### config.mk
export PLATFORM = sky130hd
export DESIGN_NAME = tone_synth
export DESIGN_NICKNAME = d
export VERILOG_FILES = /design/src/rtl/tone_synth_pkg.sv /design/src/rtl/tone_sine_lut.sv /design/src/rtl/tone_synth.sv
export SDC_FILE = /design/constraint.sdc
export NUM_CORES = 1
export LEC_CHECK = 0
export CAP_MARGIN = 20
export CORE_ASPECT_RATIO = 1.1
export CORE_MARGIN = 2
export CORE_UTILIZATION = 54
export CTS_BUF_LIST = sky130_fd_sc_hd__clkbuf_16
export CTS_CLUSTER_DIAMETER = 40
export DETAILED_ROUTE_END_ITERATION = 10
export PLACE_DENSITY = 0.82
export SLEW_MARGIN = 25
export SYNTH_ARGS = -nofsm -noshare
export SYNTH_HDL_FRONTEND = slang
export SYNTH_SLANG_ARGS = --single-unit
### constraint.sdc
create_clock -name clk -period 4.8 [get_ports clk]
set_input_delay 0.72 -clock clk [delete_from_list [all_inputs] [get_ports clk]]
set_output_delay 0.72 -clock clk [all_outputs]
set_load 0.01 [all_outputs]
### src/rtl/tone_synth_pkg.sv
// Shared types and constants for the tone_synth DDS tone generator.
package tone_synth_pkg;

  typedef enum logic [1:0] {
    WAVE_SAW    = 2'd0,
    WAVE_SQUARE = 2'd1,
    WAVE_TRI    = 2'd2,
    WAVE_SINE   = 2'd3
  } wave_t;

  typedef enum logic [1:0] {
    IDLE  = 2'd0,
    SWEEP = 2'd1,
    EMIT  = 2'd2
  } state_t;

  localparam int SINE_TABLE_SIZE = 256;
  localparam int SINE_ADDR_W     = $clog2(SINE_TABLE_SIZE);

  // Channel-select width; a single channel still gets a 1-bit select.
  function automatic int chan_w(input int channels);
    return (channels > 1) ? $clog2(channels) : 1;
  endfunction

endpackage

### src/rtl/tone_sine_lut.sv
// 256 x 8-bit unsigned sine (mid-scale 0x80), built from a quarter-wave table.
// Only compiled when TONE_SYNTH_SINE_EN is defined.
`ifdef TONE_SYNTH_SINE_EN
module tone_sine_lut
  import tone_synth_pkg::*;
(
  input  logic [SINE_ADDR_W-1:0] addr,
  output logic [7:0]             data
);

  logic [6:0] k_s;
  logic [6:0] mag_s;

  function automatic logic [6:0] quarter(input logic [6:0] k);
    logic [6:0] q;
    case (k)
      7'd0:  q = 7'd0;   7'd1:  q = 7'd3;   7'd2:  q = 7'd6;   7'd3:  q = 7'd9;
      7'd4:  q = 7'd12;  7'd5:  q = 7'd16;  7'd6:  q = 7'd19;  7'd7:  q = 7'd22;
      7'd8:  q = 7'd25;  7'd9:  q = 7'd28;  7'd10: q = 7'd31;  7'd11: q = 7'd34;
      7'd12: q = 7'd37;  7'd13: q = 7'd40;  7'd14: q = 7'd43;  7'd15: q = 7'd46;
      7'd16: q = 7'd49;  7'd17: q = 7'd51;  7'd18: q = 7'd54;  7'd19: q = 7'd57;
      7'd20: q = 7'd60;  7'd21: q = 7'd63;  7'd22: q = 7'd65;  7'd23: q = 7'd68;
      7'd24: q = 7'd71;  7'd25: q = 7'd73;  7'd26: q = 7'd76;  7'd27: q = 7'd78;
      7'd28: q = 7'd81;  7'd29: q = 7'd83;  7'd30: q = 7'd85;  7'd31: q = 7'd88;
      7'd32: q = 7'd90;  7'd33: q = 7'd92;  7'd34: q = 7'd94;  7'd35: q = 7'd96;
      7'd36: q = 7'd98;  7'd37: q = 7'd100; 7'd38: q = 7'd102; 7'd39: q = 7'd104;
      7'd40: q = 7'd106; 7'd41: q = 7'd107; 7'd42: q = 7'd109; 7'd43: q = 7'd111;
      7'd44: q = 7'd112; 7'd45: q = 7'd113; 7'd46: q = 7'd115; 7'd47: q = 7'd116;
      7'd48: q = 7'd117; 7'd49: q = 7'd118; 7'd50: q = 7'd120; 7'd51: q = 7'd121;
      7'd52: q = 7'd122; 7'd53: q = 7'd122; 7'd54: q = 7'd123; 7'd55: q = 7'd124;
      7'd56: q = 7'd125; 7'd57: q = 7'd125; 7'd58: q = 7'd126; 7'd59: q = 7'd126;
      7'd60: q = 7'd126; 7'd61: q = 7'd127; 7'd62: q = 7'd127; 7'd63: q = 7'd127;
      7'd64: q = 7'd127;
      default: q = 7'd127;
    endcase
    return q;
  endfunction

  // Odd quadrants mirror the index, the upper half mirrors the amplitude.
  always_comb begin
    if (addr[6]) begin
      k_s = 7'd64 - {1'b0, addr[5:0]};
    end else begin
      k_s = {1'b0, addr[5:0]};
    end
    mag_s = quarter(k_s);
    if (addr[7]) begin
      data = 8'd128 - {1'b0, mag_s};
    end else begin
      data = 8'd128 + {1'b0, mag_s};
    end
  end

endmodule
`endif

### src/rtl/tone_synth.sv
// Time-multiplexed multi-channel DDS tone generator with an averaging mixer.
// Define TONE_SYNTH_SINE_EN to enable the sine table for wave code 3 (else code 3 = triangle).
module tone_synth
  import tone_synth_pkg::*;
#(
  parameter int CHANNELS   = 2,
  parameter int PHASE_W    = 24,
  parameter int OUT_W      = 8,
  parameter int SAMPLE_DIV = 47
) (
  input  logic                          clk,
  input  logic                          rst_n,
  input  logic                          cfg_valid,
  output logic                          cfg_ready,
  input  logic [chan_w(CHANNELS)-1:0]   cfg_chan,
  input  logic [PHASE_W-1:0]            cfg_ftw,
  input  logic [1:0]                    cfg_wave,
  input  logic                          cfg_en,
  input  logic                          cfg_phase_rst,
  output logic [OUT_W-1:0]              sample,
  output logic                          sample_valid
);

  localparam int CH_W   = chan_w(CHANNELS);
  localparam int MIX_SH = $clog2(CHANNELS);
  localparam int ACC_W  = OUT_W + MIX_SH;
  localparam int DIV_W  = (SAMPLE_DIV > 1) ? $clog2(SAMPLE_DIV) : 1;

  logic [DIV_W-1:0]   div_q, div_d;
  state_t             state_q, state_d;
  logic [CH_W-1:0]    ch_q, ch_d;
  logic [ACC_W-1:0]   acc_q, acc_d;
  logic [OUT_W-1:0]   sample_q, sample_d;
  logic               valid_q, valid_d;
  logic [PHASE_W-1:0] phase_q [CHANNELS];
  logic [PHASE_W-1:0] phase_d [CHANNELS];
  logic [PHASE_W-1:0] ftw_q   [CHANNELS];
  logic [PHASE_W-1:0] ftw_d   [CHANNELS];
  wave_t              wave_q  [CHANNELS];
  wave_t              wave_d  [CHANNELS];
  logic               en_q    [CHANNELS];
  logic               en_d    [CHANNELS];

  logic               tick_s;
  logic               chan_ok_s;
  logic [PHASE_W-1:0] new_phase_s;
  logic [OUT_W-1:0]   p_s;
  logic [OUT_W-1:0]   tri_s;
  logic [OUT_W-1:0]   wave_val_s;

  assign tick_s      = (div_q == DIV_W'(SAMPLE_DIV - 1));
  assign chan_ok_s   = ({1'b0, cfg_chan} < (CH_W + 1)'(CHANNELS));
  assign new_phase_s = phase_q[ch_q] + ftw_q[ch_q];
  assign p_s         = new_phase_s[PHASE_W-1 -: OUT_W];
  assign tri_s       = {p_s[OUT_W-2:0], 1'b0};
  assign cfg_ready   = (state_q == IDLE);
  assign sample      = sample_q;
  assign sample_valid = valid_q;

`ifdef TONE_SYNTH_SINE_EN
  logic [7:0] sine_s;

  tone_sine_lut u_sine (
    .addr (new_phase_s[PHASE_W-1 -: SINE_ADDR_W]),
    .data (sine_s)
  );
`endif

  // Waveform value of the channel under sweep, from its post-increment phase.
  always_comb begin
    wave_val_s = p_s;
    case (wave_q[ch_q])
      WAVE_SAW:    wave_val_s = p_s;
      WAVE_SQUARE: wave_val_s = {OUT_W{new_phase_s[PHASE_W-1]}};
      WAVE_TRI:    wave_val_s = new_phase_s[PHASE_W-1] ? ~tri_s : tri_s;
      WAVE_SINE: begin
`ifdef TONE_SYNTH_SINE_EN
        wave_val_s = OUT_W'(sine_s) << (OUT_W - 8);
`else
        wave_val_s = new_phase_s[PHASE_W-1] ? ~tri_s : tri_s;
`endif
      end
      default:     wave_val_s = p_s;
    endcase
  end

  // Divider, config writes and the IDLE/SWEEP/EMIT sequencer.
  always_comb begin
    div_d    = tick_s ? DIV_W'(0) : div_q + DIV_W'(1);
    state_d  = state_q;
    ch_d     = ch_q;
    acc_d    = acc_q;
    sample_d = sample_q;
    valid_d  = 1'b0;
    phase_d  = phase_q;
    ftw_d    = ftw_q;
    wave_d   = wave_q;
    en_d     = en_q;
    case (state_q)
      IDLE: begin
        // Writes to nonexistent channels are accepted but dropped.
        if (cfg_valid && chan_ok_s) begin
          ftw_d[cfg_chan]  = cfg_ftw;
          wave_d[cfg_chan] = wave_t'(cfg_wave);
          en_d[cfg_chan]   = cfg_en;
          if (cfg_phase_rst) begin
            phase_d[cfg_chan] = '0;
          end else begin
            phase_d[cfg_chan] = phase_q[cfg_chan];
          end
        end else begin
          en_d = en_q;
        end
        if (tick_s) begin
          state_d = SWEEP;
          ch_d    = '0;
          acc_d   = '0;
        end else begin
          state_d = IDLE;
        end
      end
      SWEEP: begin
        if (en_q[ch_q]) begin
          phase_d[ch_q] = new_phase_s;
          acc_d         = acc_q + ACC_W'(wave_val_s);
        end else begin
          acc_d = acc_q;
        end
        if (ch_q == CH_W'(CHANNELS - 1)) begin
          state_d = EMIT;
          valid_d = 1'b1;
        end else begin
          ch_d = ch_q + CH_W'(1);
        end
      end
      EMIT: begin
        sample_d = OUT_W'(acc_q >> MIX_SH);
        state_d  = IDLE;
      end
      default: state_d = IDLE;
    endcase
  end

  // State and output registers.
  always_ff @(posedge clk or negedge rst_n) begin
    if (!rst_n) begin
      div_q    <= '0;
      state_q  <= IDLE;
      ch_q     <= '0;
      acc_q    <= '0;
      sample_q <= '0;
      valid_q  <= 1'b0;
      phase_q  <= '{default: '0};
      ftw_q    <= '{default: '0};
      wave_q   <= '{default: WAVE_SAW};
      en_q     <= '{default: 1'b0};
    end else begin
      div_q    <= div_d;
      state_q  <= state_d;
      ch_q     <= ch_d;
      acc_q    <= acc_d;
      sample_q <= sample_d;
      valid_q  <= valid_d;
      phase_q  <= phase_d;
      ftw_q    <= ftw_d;
      wave_q   <= wave_d;
      en_q     <= en_d;
    end
  end

endmodule

==> Word level (Yosys, flattened, before mapping) <==
Index checks and enable logic that the tools add are counted.
{ "word_totals": {"regBits": 129, "in_bits": 32, "output_inout_bits": 10, "wordCells": 93} }
{ "classes": {"addsub": 4, "n_lt_le_gt_ge": 4, "eq_ne": 10, "n_mux": 46, "bitwise": 5, "n_reduce_logical": 10} }
{ "ops": {"columns": ["operator", "count"], "rows": [
  ["two-way mux 24 bit", 11],
  ["bitwise mux 48 bit", 3],
  ["two-way mux 48 bit", 3],
  ["case mux 48 bit (2 select lines)", 1],
  ["bitwise AND 48 bit", 1],
  ["demux 24 bit (select 1 bit)", 2],
  ["inverter 48 bit", 1],
  ["adder 24 bit", 1],
  ["case mux 8 bit (3 select lines)", 1],
  ["two-way mux 9 bit", 2],
  ["case mux 9 bit (2 select lines)", 1],
  ["two-way mux 2 bit", 5],
  ["adder 9 x 8 -> 9 bit", 1],
  ["two-way mux 1 bit", 9],
  ["two-way mux 8 bit", 1],
  ["inverter 8 bit", 1],
  ["adder 6 x 1 -> 6 bit (second input constant)", 1],
  ["== test 2 bit (second input constant)", 3],
  ["== test 6 bit (second input constant)", 1],
  ["two-way mux 6 bit", 1],
  ["!= test 2 bit (second input constant)", 3],
  ["AND reduction 3 bit", 2],
  ["bitwise mux 4 bit", 1],
  ["== test 2 x 1 -> 1 bit (second input constant)", 2],
  ["15 further kinds", 21]
]} }

==> Logic depth before layout (Yosys ltp) <==
Gate-level depths: netlist of the first run.
{ "depth": {"ltp_word": 11, "ltp_mapped": 24, "ltp_nobuf": 22} }

==> Worst setup path after synthesis of the first run <==
OpenSTA, ideal clock, no wires.
{ "synth_timing": {"path_kind": "register -> register", "from": "reg ch_q", "to": "reg acc_q[7]", "setup_time_ns": 0.121, "arrival_ns": 4.848, "slack_ns": -0.169, "stages_incl_launch_ff": 23, "n_path_buf": 4, "synth_period_minus_slack_ns": 4.969, "path_cell_list": "dfrtp_1 buf_6 clkbuf_1 clkbuf_1 mux2_2 ha_1 buf_6 a21o_1 a211o_1 nor3_2 a2111oi_0 a211oi_1 nor2_1 o221a_2 ha_1 a21oi_1 a21boi_0 o21ai_0 nand2b_1 a21o_1 a21oi_1 xnor2_1 a22o_1"} }
{ "synth_via": {"elab_chain_cells": 11, "word_cells_on_any_way": 27, "classes_between": "add/sub (2); eq/ne (4); mux (16); bitwise (2); reduce/logical (3)"} }
{ "synth_rtl": {"columns": ["item", "line", "rtl"], "rows": [
  ["start, declared", "tone_synth.sv:31", "logic [CH_W-1:0] ch_q, ch_d;"],
  ["start signal, assigned", "tone_synth.sv:160", "ch_q <= ch_d;"],
  ["inverter 1 -> 2 bit (implied by the code) (*)", "tone_synth.sv:53, tone_synth.sv:72, tone_synth.sv:123", null],
  ["two-way mux 24 bit (implied by the code) (3 in series)", "tone_synth.sv:53", "assign new_phase_s = phase_q[ch_q] + ftw_q[ch_q];"],
  ["adder 24 bit", "tone_synth.sv:53", null],
  ["inverter 8 bit", "tone_synth.sv:75, tone_synth.sv:80", null],
  ["two-way mux 8 bit", "tone_synth.sv:75, tone_synth.sv:80", null],
  ["case mux 8 bit (3 select lines)", "tone_synth.sv:72", "case (wave_q[ch_q])"],
  ["adder 9 x 8 -> 9 bit", "tone_synth.sv:125", "acc_d = acc_q + ACC_W'(wave_val_s);"],
  ["two-way mux 9 bit", "tone_synth.sv:123", "if (en_q[ch_q]) begin"],
  ["case mux 9 bit (2 select lines)", "tone_synth.sv:99", "case (state_q)"],
  ["end signal, assigned", "tone_synth.sv:150", "acc_q <= '0;"],
  ["end signal, assigned", "tone_synth.sv:161", "acc_q <= acc_d;"],
  ["end, declared", "tone_synth.sv:32", "logic [ACC_W-1:0] acc_q, acc_d;"]
]} }
Every way passes the cells marked *; elsewhere a longest branch is shown, timed or not. The select of a mux whose other input is x is not followed.
A chain may end at the register's enable or synchronous reset.

==> Worst setup path after layout of the first run <==
{ "layout_timing": {"from": "reg ch_q", "to": "reg acc_q[8]"} }
Same word-level chain as after synthesis.

==> results of run 1 <==
-- power groups by stage --
stage | Combinational, mW | Sequential [mW] | Clock, mW
floorplan | 1.03 | 1.34 | 0
global placement | 1.31 | 1.36 | 0
detailed placement | 1.39 | 1.37 | 0
CTS | 1.43 | 1.36 | 1.31
global route | 1.77 | 1.38 | 1.36
finish | 1.62 | 1.36 | 1.29
-- worst max-delay path: stages, from the launching register on --
cell	delay, ps
dfrtp_2	470
buf_4	180
buf_16	150
mux2_2	340
ha_1	390
nand2_1	90
o21ai_1	290
o2bb2ai_1	200
o2111ai_2	190
a31oi_1	220
nor2_1	110
xnor2_2	170
o221a_4	300
ha_4	270
a21o_1	130
a21oi_2	70
o21bai_2	160
a21oi_2	90
o21bai_1	200
a21oi_2	100
or3_1	310
a22oi_1	160
-- cells in the mapped netlist, types with 4 or more instances --
cell | n | area [µm²]
xor2_1 | 7 | 61.3
a211oi_1 | 4 | 30.0
nand3_1 | 6 | 30.0
xnor2_1 | 20 | 175
nor2_1 | 34 | 128
a31oi_1 | 4 | 25.0
mux2i_1 | 5 | 50.1
o21bai_1 | 4 | 30.0
nand2b_1 | 6 | 37.5
o21a_1 | 5 | 37.5
clkbuf_1 | 19 | 71.3
a21o_1 | 16 | 120
a21oi_1 | 25 | 125
nand2_1 | 43 | 161
ha_1 | 34 | 425
a22o_1 | 42 | 368
a211o_1 | 4 | 35.0
dfrtp_1 | 129 | 3230
mux2_2 | 106 | 1190
inv_1 | 17 | 63.8
nor3_1 | 8 | 40.0
and3_1 | 7 | 43.8
buf_2 | 4 | 20.0
o21ai_0 | 28 | 140
-- registers in the layout, indices dropped and copies added, names as in the netlist, 2 cells and up --
register and count:
phase_q 48, ftw_q 48, sample 8, div_q 6
en_q 2, wave_q 4, acc_q 9, state_q 2
-- cell families (layout without fill, tap and decap cells) --
logic type | after synthesis | in the layout | share of synthesized area
XOR/XNOR | 27 | 27 | 0.0329
AND/OR/NAND/NOR | 122 | 122 | 0.0809
buffers and inverters | 45 | 123 | 0.0275
adder cells (fa/ha/maj) | 36 | 36 | 0.0647
multiplexers | 112 | 112 | 0.175
flip-flops | 129 | 129 | 0.449
AO/OA/AOI/OAI | 166 | 166 | 0.171
-- layout by cell type, fill, tap and decap left out, types with 5 or more instances in the layout --
| cell type | n |
|---|---|
| buf_4 | 29 |
| a21oi_2 | 8 |
| mux2_2 | 106 |
| nor2_1 | 31 |
| clkinv_2 | 5 |
| inv_1 | 17 |
| clkdlybuf4s50_1 | 40 |
| and3_1 | 7 |
| nand2_1 | 43 |
| dfrtp_1 | 128 |
| o21ai_1 | 6 |
| a21oi_1 | 17 |
| ha_1 | 20 |
| nor3_1 | 8 |
| xor2_1 | 7 |
| ha_2 | 8 |
| a21o_1 | 16 |
| o21ai_0 | 24 |
| nand3_1 | 5 |
| nand2b_1 | 6 |
| o21a_1 | 5 |
| a22o_1 | 42 |
| ha_4 | 6 |
| xnor2_1 | 19 |
| clkbuf_16 | 18 |
-- how the worst max path moves through the flow --
| stage | start | endpoint | slack (ps) | cells past startpoint |
|---|---|---|---|---|
| floorplan | ch_q$_DFFE_PN0P_ | acc_q[7]$_DFFE_PN0P_ | 80 | 22 |
| global placement | ch_q$_DFFE_PN0P_ | acc_q[8]$_DFFE_PN0P_ | 50 | 21 |
| detailed placement | ch_q$_DFFE_PN0P_ | acc_q[8]$_DFFE_PN0P_ | -220 | 21 |
| CTS | ch_q$_DFFE_PN0P_ | acc_q[7]$_DFFE_PN0P_ | 1 | 20 |
| global route | ch_q$_DFFE_PN0P_ | acc_q[8]$_DFFE_PN0P_ | -50 | 21 |
| finish | ch_q$_DFFE_PN0P_ | acc_q[8]$_DFFE_PN0P_ | 120 | 21 |
-- layer usage --
layer | vias up | GRT usage | wire (µm)
met5 | - | 0 | 0
met4 | 0 | 0.108 | 429
met3 | 36 | 0.0543 | 629
met2 | 135 | 0.425 | 8860
met1 | 2711 | 0.279 | 6840
li1 | 2491 | - | -
-- cell type report --
cell class,count,share of cell area
multi-input cells,463,0.454
well taps,161,0.0228
clock buffers,17,0.0482
clock inverters,15,0.0190
inverters,17,0.00724
flip-flops and latches,129,0.366
repair buffers,74,0.0829
-- timing repair --
item | 4_1_cts | 5_1_grt
pin swaps | 1 | 16
gates resized for setup | 11 | 39
endpoints found under the setup margin | 3 | 4
gates cloned | 1 | 1
buffers inserted | 0 | 7
==> flow_summary.toml, run 1 <==
[status]
status = "complete, no violations"

[finish]
multi_input_area_um2 = 4000
layoutNonFillerInstCount = 876
diodes = 0
fin_nets = 770
area_delta_synth_final_pct = 22.6
utilization = 0.673
final_area_um2 = 8820
fillers = 952
ff_latch_area_um2 = 3230
layout-drive-gt1-share = 0.315

[cts]
hold_buffers = 0
cts_buffer_depth = 2
numCtsBuffers = 17
cts_sinks = 129
cts_tree = "yes"
cts_max_level = 4
cts_root_buffer = "clkbuf_16"
insertion_delay_ps = 430
clkTransAtPathRegs_ps = 60

[hold_path]
hold_path_class = "in2async"

[synthesis]
avgSynthCellArea_um2 = 11.3
ys.flop_type = "dfrtp_1"
ys_ff_latch = 129
yosysUniqueCellTypes = 64
synth_cells = 637
synthArstFlopShare = 1.00
synth_edf_count = 0
syn_nets = 705
seq_area_frac_synth = 0.449
synth_area_um2 = 7190
ys_warn_count = 0

[die]
coreArea_um2 = 13100
fp-row-count = 44
design.die.area_um2 = 14300
die_x_um = 114
dieHeight_um = 125
initial_utilization = 0.549
ioPinCount = 42

[timing]
hold_ws_ps = 310
fin_worst_skew_ps = 7.82
setup_slack_ps = 123
worstMarginPinSlew_ps = 1040
post-route-min-period_ps = 4680
min_period_over_period = 0.974
finalSetupTns_ps = 0
finalHoldViolations = 0
fmax_mhz = 214
max_slew_margin = 0.303
slew_violations = 0
setup_viol = 0

[pwr]
pwr-share-seq = 0.319
p_sw_frac = 0.331
power_leakage_nw = 3.95
p_sw_mw = 1.41
power-per-cell-area_nw_per_um2 = 485
p_clk_frac = 0.303
vdd_drop_max_v = 0.000303
power_frac_comb = 0.378
power_mw = 4.27
p_int_mw = 2.86

[grt]
track_usage = 0.242
grt_pass1_vias = 5648
grt.overflow.total = 0
grt_pass1_wl_mm = 26.9
antenna_found_initial = 0
grt_max_degree = 49

[setup_path]
r2r_slack_ps = 120
critPathRequiredTime_ps = 5140
rr_endpoint = "acc_q[8]$_DFFE_PN0P_"
critical_path_class = "reg2reg"
rr_worst_depth = 21
rr_startpoint = "ch_q$_DFFE_PN0P_"
cp-end-kind = "register"
crit_fanout = 12
arrival_ps = 5020
cp-start-kind = "register"

[place]
port_buffers = 41
pre_cts_slack_ps = -215
hpwl_mm = 11.3
dpl-instance-area_um2 = 7890
place_inst = 835
place_congestion = 0.944

[detailed_routing]
num_vias = 5373
drtIter0Drc = 377
post_drt_wl_per_cell_um = 19.1
drt-vias-per-instance = 6.13
drc = 0
ant_nets = 0
routed_wl_mm = 16.8
firstDrtPassIters = 7

[job]
max-cap-violations = 0
Note: power is estimated with default switching activity, not from simulation.
==> run 2, diff against run 1 <==
--- a/config.mk
+++ b/config.mk
@@ -17,3 +17,4 @@
 export SYNTH_ARGS = -nofsm -noshare
 export SYNTH_HDL_FRONTEND = slang
 export SYNTH_SLANG_ARGS = --single-unit
+export TNS_END_PERCENT = 20
==> results of run 2 <==
Same layout as run 1: the final DEF is identical, and so are final timing and power.
